<file path="src/rtl/reorder_buffer_pkg.sv">
// Shared definitions for the reorder buffer slice: CDB field layout, tag and
// register widths, and the ROB entry record.
package reorder_buffer_pkg;

    localparam int unsigned CDB_W       = 148;
    localparam int unsigned CDB_TAG_LO  = 0;
    localparam int unsigned CDB_TAG_HI  = 2;
    localparam int unsigned CDB_VALID   = 3;
    localparam int unsigned CDB_RES_LO  = 4;
    localparam int unsigned CDB_RES_HI  = 35;
    localparam int unsigned CDB_COND    = 36;
    localparam int unsigned CDB_NZCV_LO = 37;
    localparam int unsigned CDB_NZCV_HI = 40;

    localparam int unsigned TAG_W    = 3;
    localparam int unsigned NUM_REGS = 16;
    localparam int unsigned REG_W    = 4;

    typedef logic [TAG_W-1:0] tag_t;
    typedef logic [REG_W-1:0] reg_t;

    typedef struct packed {
        logic        valid;
        logic        done;
        reg_t        rd;
        logic        regw;
        logic        flagw;
        logic        cond_passed;
        logic [31:0] value;
        logic [3:0]  flags;
    } rob_entry_t;

endpackage

</file>
<file path="src/rtl/reorder_buffer_if.sv">
// Issue/writeback/commit and status-query signals between the core (master)
// and the reorder buffer (slave).
interface reorder_buffer_if;
    import reorder_buffer_pkg::*;

    logic             Issue;
    logic [3:0]       IssueRd;
    logic             IssueRegW;
    logic             IssueFlagW;
    logic [7:0]       rrs_query;
    logic [1:0]       rrs_result_busy;
    logic [5:0]       rrs_index;
    logic [1:0]       rrs_fwd;
    logic [63:0]      rrs_value;
    logic             fs_flagready;
    logic [2:0]       fs_index;
    logic [3:0]       fs_flags;
    logic [CDB_W-1:0] CDB;
    logic [2:0]       ROBTail;
    logic             Full;
    logic             Empty;
    logic             Commit_Valid;
    logic             Commit_RegW;
    logic [3:0]       Commit_Rd;
    logic [31:0]      Commit_Value;
    logic             Commit_FlagW;
    logic [3:0]       Commit_Flags;

    modport master (
        output Issue, IssueRd, IssueRegW, IssueFlagW, rrs_query, CDB,
        input  rrs_result_busy, rrs_index, rrs_fwd, rrs_value,
               fs_flagready, fs_index, fs_flags, ROBTail, Full, Empty,
               Commit_Valid, Commit_RegW, Commit_Rd, Commit_Value,
               Commit_FlagW, Commit_Flags
    );

    modport slave (
        input  Issue, IssueRd, IssueRegW, IssueFlagW, rrs_query, CDB,
        output rrs_result_busy, rrs_index, rrs_fwd, rrs_value,
               fs_flagready, fs_index, fs_flags, ROBTail, Full, Empty,
               Commit_Valid, Commit_RegW, Commit_Rd, Commit_Value,
               Commit_FlagW, Commit_Flags
    );

endinterface

</file>
<file path="src/rtl/reorder_buffer_rrs_table.sv">
// Register result status table: per architectural register {busy, tag}, two
// raw lookup ports, issue-over-commit update priority.
module rrs_table
    import reorder_buffer_pkg::*;
(
    input  logic               CLK,
    input  logic               Reset,
    input  logic               alloc_en,
    input  reg_t               alloc_rd,
    input  tag_t               alloc_tag,
    input  logic               commit_en,
    input  reg_t               commit_rd,
    input  tag_t               commit_tag,
    input  logic [2*REG_W-1:0] query,
    output logic [1:0]         busy,
    output logic [2*TAG_W-1:0] tag
);

    logic [NUM_REGS-1:0] busy_q;
    tag_t                tag_q [NUM_REGS];

    always_ff @(posedge CLK) begin
        if (Reset) begin
            busy_q <= '0;
            for (int unsigned r = 0; r < NUM_REGS; r++) begin
                tag_q[r] <= '0;
            end
        end else begin
            // A retiring producer only releases the register if no younger
            // producer has claimed it, including one claiming it right now.
            if (commit_en && busy_q[commit_rd] && (tag_q[commit_rd] == commit_tag)
                && !(alloc_en && (alloc_rd == commit_rd))) begin
                busy_q[commit_rd] <= 1'b0;
            end
            if (alloc_en) begin
                busy_q[alloc_rd] <= 1'b1;
                tag_q[alloc_rd]  <= alloc_tag;
            end
        end
    end

    always_comb begin
        busy[0]                = busy_q[query[REG_W-1:0]];
        busy[1]                = busy_q[query[2*REG_W-1:REG_W]];
        tag[TAG_W-1:0]         = tag_q[query[REG_W-1:0]];
        tag[2*TAG_W-1:TAG_W]   = tag_q[query[2*REG_W-1:REG_W]];
    end

endmodule

</file>
<file path="src/rtl/reorder_buffer.sv">
// In-order retirement buffer with register/flag status lookup and CDB bypass.
// Optional ROB_PERF_EN adds Retired and FullStall counters.
module reorder_buffer
    import reorder_buffer_pkg::*;
#(
    parameter int unsigned ROB_DEPTH = 8
)(
    input  logic            CLK,
    input  logic            Reset,
    reorder_buffer_if.slave rob_if
`ifdef ROB_PERF_EN
    ,
    output logic [31:0]     Retired,
    output logic [31:0]     FullStall
`endif
);

    localparam int unsigned SLOTS = 1 << TAG_W;
    typedef logic [TAG_W:0] cnt_t;
    localparam cnt_t DEPTH_C   = cnt_t'(ROB_DEPTH);
    localparam tag_t PTR_MASK  = tag_t'(ROB_DEPTH - 1);

    // Storage is always sized for the full tag space; slots beyond ROB_DEPTH
    // are never allocated and so never accept a writeback.
    rob_entry_t rob_q [SLOTS];
    tag_t       head_q, tail_q;
    cnt_t       count_q;
    tag_t       fs_tag_q;
    logic       fs_pending_q;
    logic [3:0] arch_flags_q;

    logic        cdb_valid, cdb_cond, cdb_hit, cdb_unused;
    tag_t        cdb_tag;
    logic [31:0] cdb_result;
    logic [3:0]  cdb_nzcv;

    assign cdb_valid  = rob_if.CDB[CDB_VALID];
    assign cdb_tag    = rob_if.CDB[CDB_TAG_HI:CDB_TAG_LO];
    assign cdb_result = rob_if.CDB[CDB_RES_HI:CDB_RES_LO];
    assign cdb_cond   = rob_if.CDB[CDB_COND];
    assign cdb_nzcv   = rob_if.CDB[CDB_NZCV_HI:CDB_NZCV_LO];
    assign cdb_unused = ^rob_if.CDB[CDB_W-1:CDB_NZCV_HI+1];
    assign cdb_hit    = cdb_valid && rob_q[cdb_tag].valid && !rob_q[cdb_tag].done;

    logic       full, empty, do_alloc, do_commit;
    rob_entry_t head_e, alloc_e;

    assign full      = (count_q == DEPTH_C);
    assign empty     = (count_q == '0);
    assign do_alloc  = rob_if.Issue && !full;
    assign head_e    = rob_q[head_q];
    assign do_commit = head_e.valid && head_e.done;

    assign rob_if.ROBTail = tail_q;
    assign rob_if.Full    = full;
    assign rob_if.Empty   = empty;

    always_comb begin
        alloc_e       = '0;
        alloc_e.valid = 1'b1;
        alloc_e.rd    = rob_if.IssueRd;
        alloc_e.regw  = rob_if.IssueRegW;
        alloc_e.flagw = rob_if.IssueFlagW;
    end

    always_ff @(posedge CLK) begin
        if (Reset) begin
            for (int unsigned i = 0; i < SLOTS; i++) begin
                rob_q[i] <= '0;
            end
            head_q  <= '0;
            tail_q  <= '0;
            count_q <= '0;
        end else begin
            if (cdb_hit) begin
                rob_q[cdb_tag].done        <= 1'b1;
                rob_q[cdb_tag].value       <= cdb_result;
                rob_q[cdb_tag].cond_passed <= cdb_cond;
                rob_q[cdb_tag].flags       <= cdb_nzcv;
            end
            if (do_commit) begin
                rob_q[head_q].valid <= 1'b0;
                rob_q[head_q].done  <= 1'b0;
                head_q              <= (head_q + tag_t'(1)) & PTR_MASK;
            end
            if (do_alloc) begin
                rob_q[tail_q] <= alloc_e;
                tail_q        <= (tail_q + tag_t'(1)) & PTR_MASK;
            end
            case ({do_alloc, do_commit})
                2'b10:   count_q <= count_q + cnt_t'(1);
                2'b01:   count_q <= count_q - cnt_t'(1);
                default: ;
            endcase
        end
    end

    always_ff @(posedge CLK) begin
        if (Reset) begin
            rob_if.Commit_Valid <= 1'b0;
            rob_if.Commit_RegW  <= 1'b0;
            rob_if.Commit_Rd    <= '0;
            rob_if.Commit_Value <= '0;
            rob_if.Commit_FlagW <= 1'b0;
            rob_if.Commit_Flags <= '0;
        end else begin
            rob_if.Commit_Valid <= do_commit;
            if (do_commit) begin
                rob_if.Commit_RegW  <= head_e.regw && head_e.cond_passed;
                rob_if.Commit_Rd    <= head_e.rd;
                rob_if.Commit_Value <= head_e.value;
                rob_if.Commit_FlagW <= head_e.flagw && head_e.cond_passed;
                rob_if.Commit_Flags <= head_e.flags;
            end
        end
    end

    always_ff @(posedge CLK) begin
        if (Reset) begin
            fs_tag_q     <= '0;
            fs_pending_q <= 1'b0;
            arch_flags_q <= '0;
        end else begin
            if (do_commit && head_e.flagw && head_e.cond_passed) begin
                arch_flags_q <= head_e.flags;
            end
            if (do_alloc && rob_if.IssueFlagW) begin
                fs_tag_q     <= tail_q;
                fs_pending_q <= 1'b1;
            end else if (do_commit && head_e.flagw && (fs_tag_q == head_q)) begin
                fs_pending_q <= 1'b0;
            end
        end
    end

    logic [1:0]         rrs_busy_raw;
    logic [2*TAG_W-1:0] rrs_tag_raw;
    tag_t               src_tag [2];

    rrs_table u_rrs (
        .CLK        (CLK),
        .Reset      (Reset),
        .alloc_en   (do_alloc && rob_if.IssueRegW),
        .alloc_rd   (rob_if.IssueRd),
        .alloc_tag  (tail_q),
        .commit_en  (do_commit && head_e.regw),
        .commit_rd  (head_e.rd),
        .commit_tag (head_q),
        .query      (rob_if.rrs_query),
        .busy       (rrs_busy_raw),
        .tag        (rrs_tag_raw)
    );

    assign src_tag[0] = rrs_tag_raw[TAG_W-1:0];
    assign src_tag[1] = rrs_tag_raw[2*TAG_W-1:TAG_W];

    always_comb begin
        rob_if.rrs_result_busy = '0;
        rob_if.rrs_fwd         = '0;
        rob_if.rrs_value       = '0;
        rob_if.rrs_index       = rrs_tag_raw;
        for (int unsigned k = 0; k < 2; k++) begin
            if (rrs_busy_raw[k]) begin
                if (rob_q[src_tag[k]].done) begin
                    rob_if.rrs_fwd[k]           = 1'b1;
                    rob_if.rrs_value[k*32 +: 32] = rob_q[src_tag[k]].value;
                end else if (cdb_valid && (cdb_tag == src_tag[k])) begin
                    rob_if.rrs_fwd[k]           = 1'b1;
                    rob_if.rrs_value[k*32 +: 32] = cdb_result;
                end else begin
                    rob_if.rrs_result_busy[k] = 1'b1;
                end
            end
        end
    end

    always_comb begin
        rob_if.fs_index     = fs_tag_q;
        rob_if.fs_flagready = 1'b1;
        rob_if.fs_flags     = arch_flags_q;
        if (fs_pending_q) begin
            if (rob_q[fs_tag_q].done) begin
                rob_if.fs_flags = rob_q[fs_tag_q].flags;
            end else if (cdb_valid && (cdb_tag == fs_tag_q)) begin
                rob_if.fs_flags = cdb_nzcv;
            end else begin
                rob_if.fs_flagready = 1'b0;
            end
        end
    end

`ifdef ROB_PERF_EN
    always_ff @(posedge CLK) begin
        if (Reset) begin
            Retired   <= '0;
            FullStall <= '0;
        end else begin
            if (do_commit) begin
                Retired <= Retired + 32'd1;
            end
            if (rob_if.Issue && full) begin
                FullStall <= FullStall + 32'd1;
            end
        end
    end
`endif

endmodule

</file>
<file path="src/flat_wrapper.sv">
// flat-port wrapper written by rule: the top's interface ports become plain ports
module reorder_buffer_flat import reorder_buffer_pkg::*;
#(
    parameter int unsigned ROB_DEPTH = 8
)
  (CLK, Reset, rob_if_Issue, rob_if_IssueRd, rob_if_IssueRegW, rob_if_IssueFlagW, rob_if_rrs_query, rob_if_CDB, rob_if_rrs_result_busy, rob_if_rrs_index, rob_if_rrs_fwd, rob_if_rrs_value, rob_if_fs_flagready, rob_if_fs_index, rob_if_fs_flags, rob_if_ROBTail, rob_if_Full, rob_if_Empty, rob_if_Commit_Valid, rob_if_Commit_RegW, rob_if_Commit_Rd, rob_if_Commit_Value, rob_if_Commit_FlagW, rob_if_Commit_Flags);
  reorder_buffer_if rob_if_i ();
  input  logic CLK;
  input  logic Reset;
  input wire logic [$bits(rob_if_i.Issue)-1:0] rob_if_Issue;
  input wire logic [$bits(rob_if_i.IssueRd)-1:0] rob_if_IssueRd;
  input wire logic [$bits(rob_if_i.IssueRegW)-1:0] rob_if_IssueRegW;
  input wire logic [$bits(rob_if_i.IssueFlagW)-1:0] rob_if_IssueFlagW;
  input wire logic [$bits(rob_if_i.rrs_query)-1:0] rob_if_rrs_query;
  input wire logic [$bits(rob_if_i.CDB)-1:0] rob_if_CDB;
  output wire logic [$bits(rob_if_i.rrs_result_busy)-1:0] rob_if_rrs_result_busy;
  output wire logic [$bits(rob_if_i.rrs_index)-1:0] rob_if_rrs_index;
  output wire logic [$bits(rob_if_i.rrs_fwd)-1:0] rob_if_rrs_fwd;
  output wire logic [$bits(rob_if_i.rrs_value)-1:0] rob_if_rrs_value;
  output wire logic [$bits(rob_if_i.fs_flagready)-1:0] rob_if_fs_flagready;
  output wire logic [$bits(rob_if_i.fs_index)-1:0] rob_if_fs_index;
  output wire logic [$bits(rob_if_i.fs_flags)-1:0] rob_if_fs_flags;
  output wire logic [$bits(rob_if_i.ROBTail)-1:0] rob_if_ROBTail;
  output wire logic [$bits(rob_if_i.Full)-1:0] rob_if_Full;
  output wire logic [$bits(rob_if_i.Empty)-1:0] rob_if_Empty;
  output wire logic [$bits(rob_if_i.Commit_Valid)-1:0] rob_if_Commit_Valid;
  output wire logic [$bits(rob_if_i.Commit_RegW)-1:0] rob_if_Commit_RegW;
  output wire logic [$bits(rob_if_i.Commit_Rd)-1:0] rob_if_Commit_Rd;
  output wire logic [$bits(rob_if_i.Commit_Value)-1:0] rob_if_Commit_Value;
  output wire logic [$bits(rob_if_i.Commit_FlagW)-1:0] rob_if_Commit_FlagW;
  output wire logic [$bits(rob_if_i.Commit_Flags)-1:0] rob_if_Commit_Flags;
  assign rob_if_i.Issue = rob_if_Issue;
  assign rob_if_i.IssueRd = rob_if_IssueRd;
  assign rob_if_i.IssueRegW = rob_if_IssueRegW;
  assign rob_if_i.IssueFlagW = rob_if_IssueFlagW;
  assign rob_if_i.rrs_query = rob_if_rrs_query;
  assign rob_if_i.CDB = rob_if_CDB;
  assign rob_if_rrs_result_busy = rob_if_i.rrs_result_busy;
  assign rob_if_rrs_index = rob_if_i.rrs_index;
  assign rob_if_rrs_fwd = rob_if_i.rrs_fwd;
  assign rob_if_rrs_value = rob_if_i.rrs_value;
  assign rob_if_fs_flagready = rob_if_i.fs_flagready;
  assign rob_if_fs_index = rob_if_i.fs_index;
  assign rob_if_fs_flags = rob_if_i.fs_flags;
  assign rob_if_ROBTail = rob_if_i.ROBTail;
  assign rob_if_Full = rob_if_i.Full;
  assign rob_if_Empty = rob_if_i.Empty;
  assign rob_if_Commit_Valid = rob_if_i.Commit_Valid;
  assign rob_if_Commit_RegW = rob_if_i.Commit_RegW;
  assign rob_if_Commit_Rd = rob_if_i.Commit_Rd;
  assign rob_if_Commit_Value = rob_if_i.Commit_Value;
  assign rob_if_Commit_FlagW = rob_if_i.Commit_FlagW;
  assign rob_if_Commit_Flags = rob_if_i.Commit_Flags;
  reorder_buffer #(.ROB_DEPTH(ROB_DEPTH)) u_core (.CLK(CLK), .Reset(Reset), .rob_if(rob_if_i));
endmodule
</file>
<file path="config.mk">
export PLATFORM = sky130hd
export DESIGN_NAME = reorder_buffer_flat
export DESIGN_NICKNAME = d
export VERILOG_FILES = /design/src/rtl/reorder_buffer_pkg.sv /design/src/rtl/reorder_buffer_if.sv /design/src/rtl/reorder_buffer_rrs_table.sv /design/src/rtl/reorder_buffer.sv /design/src/flat_wrapper.sv
export SDC_FILE = /design/constraint.sdc
export NUM_CORES = 1
export LEC_CHECK = 0
export CORE_UTILIZATION = 50
export CTS_CLUSTER_SIZE = 24
export DETAILED_ROUTE_END_ITERATION = 7
export PLACE_DENSITY_LB_ADDON = 0.12
export SETUP_SLACK_MARGIN = 0.05
export SYNTH_ARGS = -nofsm -noshare
export SYNTH_HDL_FRONTEND = slang
export SYNTH_SLANG_ARGS = --single-unit
</file>
<file path="constraint.sdc">
create_clock -name CLK -period 7.5 [get_ports CLK]
set_input_delay 2.25 -clock CLK [delete_from_list [all_inputs] [get_ports CLK]]
set_output_delay 2.25 -clock CLK [all_outputs]
set_load 0.03 [all_outputs]
</file>
# Word level (Yosys, flattened, before mapping)
# Memories as Yosys holds them, arrays and structs flattened. A register that Yosys moved wholly into a read port is not among the register bits.
# Index checks and enable logic that the tools add are counted.
dict set report op_classes {
  n_mul 0
  n_addsub 4
  n_div 0
  n_mux 70
  n_eq_ne 9
  order_cmp 6
  reduce_logical 31
  shifts 0
  bitwise 3
}
# op n
set op_table {}
lappend op_table {{2-to-1 mux 32 bit} 6}
lappend op_table {{2-to-1 mux 45 bit} 3}
lappend op_table {{OR reduction 45 bit} 3}
lappend op_table {{2-to-1 mux 16 bit} 3}
lappend op_table {{2-to-1 mux 1 bit} 38}
lappend op_table {{2-to-1 mux 3 bit} 8}
lappend op_table {{logical AND 1 bit} 21}
lappend op_table {{< comparator 4 x 5 -> 1 bit (second input constant)} 4}
lappend op_table {{AND 16 bit} 1}
lappend op_table {{2-to-1 mux 4 bit} 4}
lappend op_table {{NOT 16 bit} 1}
lappend op_table {{OR 16 bit} 1}
lappend op_table {{== test 3 bit} 5}
lappend op_table {{binary-select mux 1 bit (select 4 bit)} 3}
lappend op_table {{demux 1 bit (select 4 bit)} 2}
lappend op_table {{greater-or-equal comparator 4 x 1 -> 1 bit (second input constant)} 2}
lappend op_table {{one-hot mux 4 bit (2 select lines)} 1}
lappend op_table {{adder 3 x 1 -> 3 bit (second input constant)} 2}
lappend op_table {{adder 4 x 1 -> 4 bit (second input constant)} 1}
lappend op_table {{== test 4 bit} 1}
lappend op_table {{== test 4 bit (second input constant)} 1}
lappend op_table {{zero test 4 bit} 1}
lappend op_table {{2-to-1 mux 2 bit} 2}
lappend op_table {{nonzero test 2 bit} 2}
lappend op_table {{5 further kinds} 7}
dict set report word_totals {
  rom_bits 0
  regBits 77
  mem_bits_rw 408
  latch_bits 0
  n_memories 2
  out_inout_bits 130
  in_bits 165
  wordCells 138
}
# name depth word_bits read_ports rd_ports_with_merged_regs write_ports line_no
set mem_list {}
lappend mem_list {u_core.rob_q 8 45 5 2 8 reorder_buffer.sv:25} ;# rob_entry_t rob_q [SLOTS];
lappend mem_list {u_core.u_rrs.tag_q 16 3 3 0 16 reorder_buffer_rrs_table.sv:20} ;# tag_t tag_q [NUM_REGS];

# Longest topological paths before layout
dict set report logic_depth {
  depth_word 11
  ltp_mapped 14
  mapped_depth_nobuf 11
}

# Hierarchy
# From an unflattened synthesis, not the netlist that was laid out.
dict set report unflattened {
  hier_cells 2352
  area_unflattened_um2 26655.6
}
# module instances seq_area_each_um2 cells_each area_per_inst_um2
set modules_own_cells {}
lappend modules_own_cells {reorder_buffer 1 9028.7 2035 22450.3}
lappend modules_own_cells {rrs_table 1 1761.7 317 4205.3}

# Worst setup path after synthesis
# No wires, ideal clock.
dict set report synth_path {
  path_kind {input to output}
  from {in rob_if_rrs_query[5]}
  to {out rob_if_rrs_value[44]}
  cell_stages 8
  n_path_buf 4
  required_time_ps 5250
  setup_slack_ps -6
  arrival_time_ps 5256
  path_cell_list {buf_2 buf_1 mux4_2 mux4_2 buf_6 dlygate4sd3_1 mux2i_1 a211oi_2}
}
dict set report synth_via {
  elab_chain_len 6
  word_cells_on_any_way 9
  classes_between {1 x eq/ne; 5 x mux; 1 x reduce/logical; 2 x memory}
}
# element line_no
set synth_lines {}
lappend synth_lines {{from (decl)} flat_wrapper.sv:14} ;# input wire logic [$bits(rob_if_i.rrs_query)-1:0] rob_if_rrs_query;
lappend synth_lines {{branches (longest 5 deep; another with memory read (8 x 45 bit))} --}
lappend synth_lines {{2-to-1 mux 32 bit *} reorder_buffer.sv:163} ;# if (rrs_busy_raw[k]) begin
lappend synth_lines {{to (decl)} flat_wrapper.sv:19} ;# output wire logic [$bits(rob_if_i.rrs_value)-1:0] rob_if_rrs_value;
# Mark *: on every way between the ends. The select of a mux whose other input is x is not followed.

# Worst setup path in the final report
dict set report layout_path {
  from {in rob_if_rrs_query[0]}
  to {out rob_if_rrs_value[27]}
}
# The elaborated chain is that of the path after synthesis.

==> parameters.txt <==
Parameter                              Value

Routing
  DRT Pass-1 Iters ... 6
  Post-DRT Antenna Nets ... 0
  Post-route DRC violation count ... 0
  Violation count after the first detailed-route iteration ... approximately 2600
  Post-DR wirelength/cell ... around 27 um
  Via-per-instance ratio ... 6.64
  Wire length reported by the detailed router ... 93.8 mm
  Vias ... 22870

Synthesis
  Post-Synthesis Cells ... between 2000 and 3000
  Largest cells by area after synthesis ... dfxtp_1 (28%), mux4_2 (19%), edfxtp_1 (10%)
  Syn_area_per_cell ... 11.0 um2
  Post-synthesis register bit count ... 491
  Sequential fraction of the synthesis area ... 38.6%
  Post-synth EDFFs ... 96
  Share of flip-flops with an asynchronous set or reset ... 0%
  Distinct cell type count after synthesis ... 78
  Most used flip-flop cell after synthesis ... dfxtp_1
  Share of the synthesized area in the top cell type ... 28.3%
  Netlist Area Pre-Place ... 27900 um2
  Nets in the synthesized netlist ... 2708
  Synthesis warning total ... 0
  Largest area contributor in the synthesized netlist ... dfxtp_1

Floorplanning
  Area of the die ... 56800 um2
  Core Area ... around 55000 um2
  Ports placed on the boundary ... 295
  Die extent in y ... 238 um
  Initial core utilization ... between 50 and 60%
  Placement row count ... 86
  Width of the die ... 238 um

Finish
  Utilization after layout ... 61.7%
  Fraction of final layout cells with drive strength greater than 1 ... between 20% and 30%
  Commonest non-fill, non-tap cell in the layout ... dfxtp_1
  Layout net count ... around 2800
  Final non-filler cell area ... 34000 um2
  Top library cells by usage in the layout, fill and taps aside ... dfxtp_1 (392), mux4_2 (237), nor2_1 (211)
  Sequential standard cell area ... 10800 um2
  Area added between synthesis and finish ... 21.6%
  Total area of multi-input combinational cells ... 16200 um2
  Total of fill cells in the finished design ... 4385

Pwr
  Worst IR Drop VDD ... about 0.18 mV
  Leakage power summed over all cells ... between 0.01 and 0.015 uW
  Power per standard cell area ... ~190 nW/um2

Timing
  Final hold slack ... about 460 ps
  Tightest Pin Transition ... 1240 ps
  Number of max-slew violations in the final report ... 0
  Setup-violating endpoint count in the final report ... 51
  Crit path time final ... 7600 ps
  Final worst path period share ... 101%
  Peak clock frequency supported by timing ... roughly 130 MHz
  Final hold vios ... 0
  Min setup slack post-route ... -100 ps
  Slew HR ... between 10% and 20%
  RSZ-0062 raised after global routing ... true
  Worst clock skew ... between 20 and 25 ps

Setup path
  Critical Setup Path Class ... in2out
  Cell count of the worst reg-to-reg path ... 9
  Critical-path maximum fanout ... 7
  Required time reported for the critical path endpoint ... 5250 ps
  Kind of start point of the critical path ... input port
  Arr. time, crit path ... around 5400 ps
  Endpoint class of the critical path ... primary output

GRT
  Overall Global Routing Usage ... 32.8%
  Initial antenna violation count ... 2
  Vias in the first global route ... roughly 23000
  Maximum number of pins on one net before global-route repair ... 90
  Global-route wire length before repair ... about 140 mm
  Total congestion overflow after global routing ... 0

Clock tree
  Buffer depth of the longest clock path ... 3
  CTS clock-pin slew for the worst setup and hold paths ... 60 ps
  Total of hold buffers inserted after clock tree synthesis ... 0
  H-tree levels ... 2
  Clock latency reported for the late side of the worst-skew pair ... ~620 ps
  Root Buffer ... clkbuf_16
  Number of buffers created by CTS ... 54
  Number of sinks driven by the clock tree ... slightly below 500
  TritonCTS clock tree ... built

Min path
  Worst min-delay path category ... reg2reg
  Worst hold path cell count ... 2

Job
  Count of maximum capacitance violations ... 0

Place
  Final HPWL from detailed placement ... 57.0 mm
  Placer congestion estimate ... around 0.93
  Area post-placement ... 31000 um2
  Number of input and output port buffers inserted ... roughly 190

Outcome
  Outcome ... finished, violations left
  Failing checks ... negative setup slack
## cell usage after synthesis (all sizes together), types with 24 or more instances
cell    instances
dfxtp         395
mux4          264
nor2          244
a21oi         203
clkbuf        173
nand2         166
a22o          149
mux2i         132
a211oi        103
and2          101
nand3         100
buf            97
edfxtp         96
nor3b          78
o21ai          26
inv            24
## kinds of logic (layout without fill, tap and decap cells)
group                    count (synthesis)  in the layout  share of synthesized area, %
AND/OR/NAND/NOR                        766            766                          13.6
XOR/XNOR                                25             25                         0.784
AO/OA/AOI/OAI                          538            538                          14.4
flip-flops                             491            491                          38.6
adder cells (fa/ha/maj)                  6              6                         0.296
buffers and inverters                  295            452                          5.26
multiplexers                           416            416                          27.1
other                                    0              2                             0
## sequential cells by signal, indices dropped and copies added (netlist names), 3 cells and up, named ones only
register,count
u_core.rob_if.Commit_Rd,4
u_core.rob_if.Commit_Value,32
u_core.rob_if.Commit_Flags,4
u_core.rob_q,360
u_core.rob_if.ROBTail,3
u_core.u_rrs.tag_q,48
u_core.arch_flags_q,4
u_core.head_q,3
u_core.rob_if.fs_index,3
u_core.count_q,4
u_core.u_rrs.busy_q,16
## layout make-up
| cell class | instances | area share [%] |
|---|---|---|
| Sequential cell | 491 | 31.8 |
| Antenna cell | 2 | 0.0147 |
| Multi-Input combinational cell | 1751 | 47.8 |
| Tap cell | 748 | 2.76 |
| Clock inverter | 31 | 1.08 |
| Clock buffer | 71 | 4.49 |
| Inverter | 24 | 0.276 |
| Timing Repair Buffer | 326 | 11.8 |
## final timing paths
path | startpoint | end | slack (ps)
max | rob_if_rrs_query[0] | rob_if_rrs_value[27] | -100
min | u_core.rob_if.Commit_Flags[0] | u_core.rob_if.Commit_Flags[0] | 460
max reg2reg | flip-flop | u_core.u_rrs.busy_q[2] | 2660
min reg2reg | u_core.rob_if.Commit_Flags[0] | u_core.rob_if.Commit_Flags[0] | 460
## metal layers
layer | part of all wire, % | track usage (%) | wire length (um)
met5 | 0.013 | 0 | 12
met1 | 40 | 44.6 | 37700
met4 | 2.7 | 12.3 | 2510
met3 | 9.9 | 6.96 | 9260
met2 | 47 | 51.5 | 44300
## what timing repair did
item / CTS / global route
gates cloned: 11 / 1
resized for setup: 133 / 37
setup buffers: 24 / 9
setup endpoints to repair: 72 / 67
pin swaps: 12 / 9
## power breakdown
group / total [uW] / switching [uW] / internal, uW
combinational: 806 / 479 / 326
sequential: 2770 / 39.0 / 2730
clock: 2840 / 1160 / 1680
## metrics by stage
step / instances / setup WS (ps) / power (uW) / TNS [ps]
2_1_floorplan: 2537 / 63.5 / 3320 / 0
3_3_place_gp: 3310 / -839 / 3550 / -43020
3_5_place_dp: 3310 / -872 / 3560 / -46120
4_1_cts: 3439 / -152 / 6430 / -5600
5_1_grt: 3443 / -135 / 6590 / -5240
6_report: 3444 / -100 / 6420 / -2940
## critical path, stage by stage
cell,delay (ps)
buf_8,80
buf_12,110
mux4_2,500
mux4_4,710
mux4_2,460
mux2_4,320
a41o_4,280
nand2_8,100
buf_12,150
buf_12,150
a211oi_4,50
buf_12,160
No activity file was read; power rests on OpenSTA's default activity.
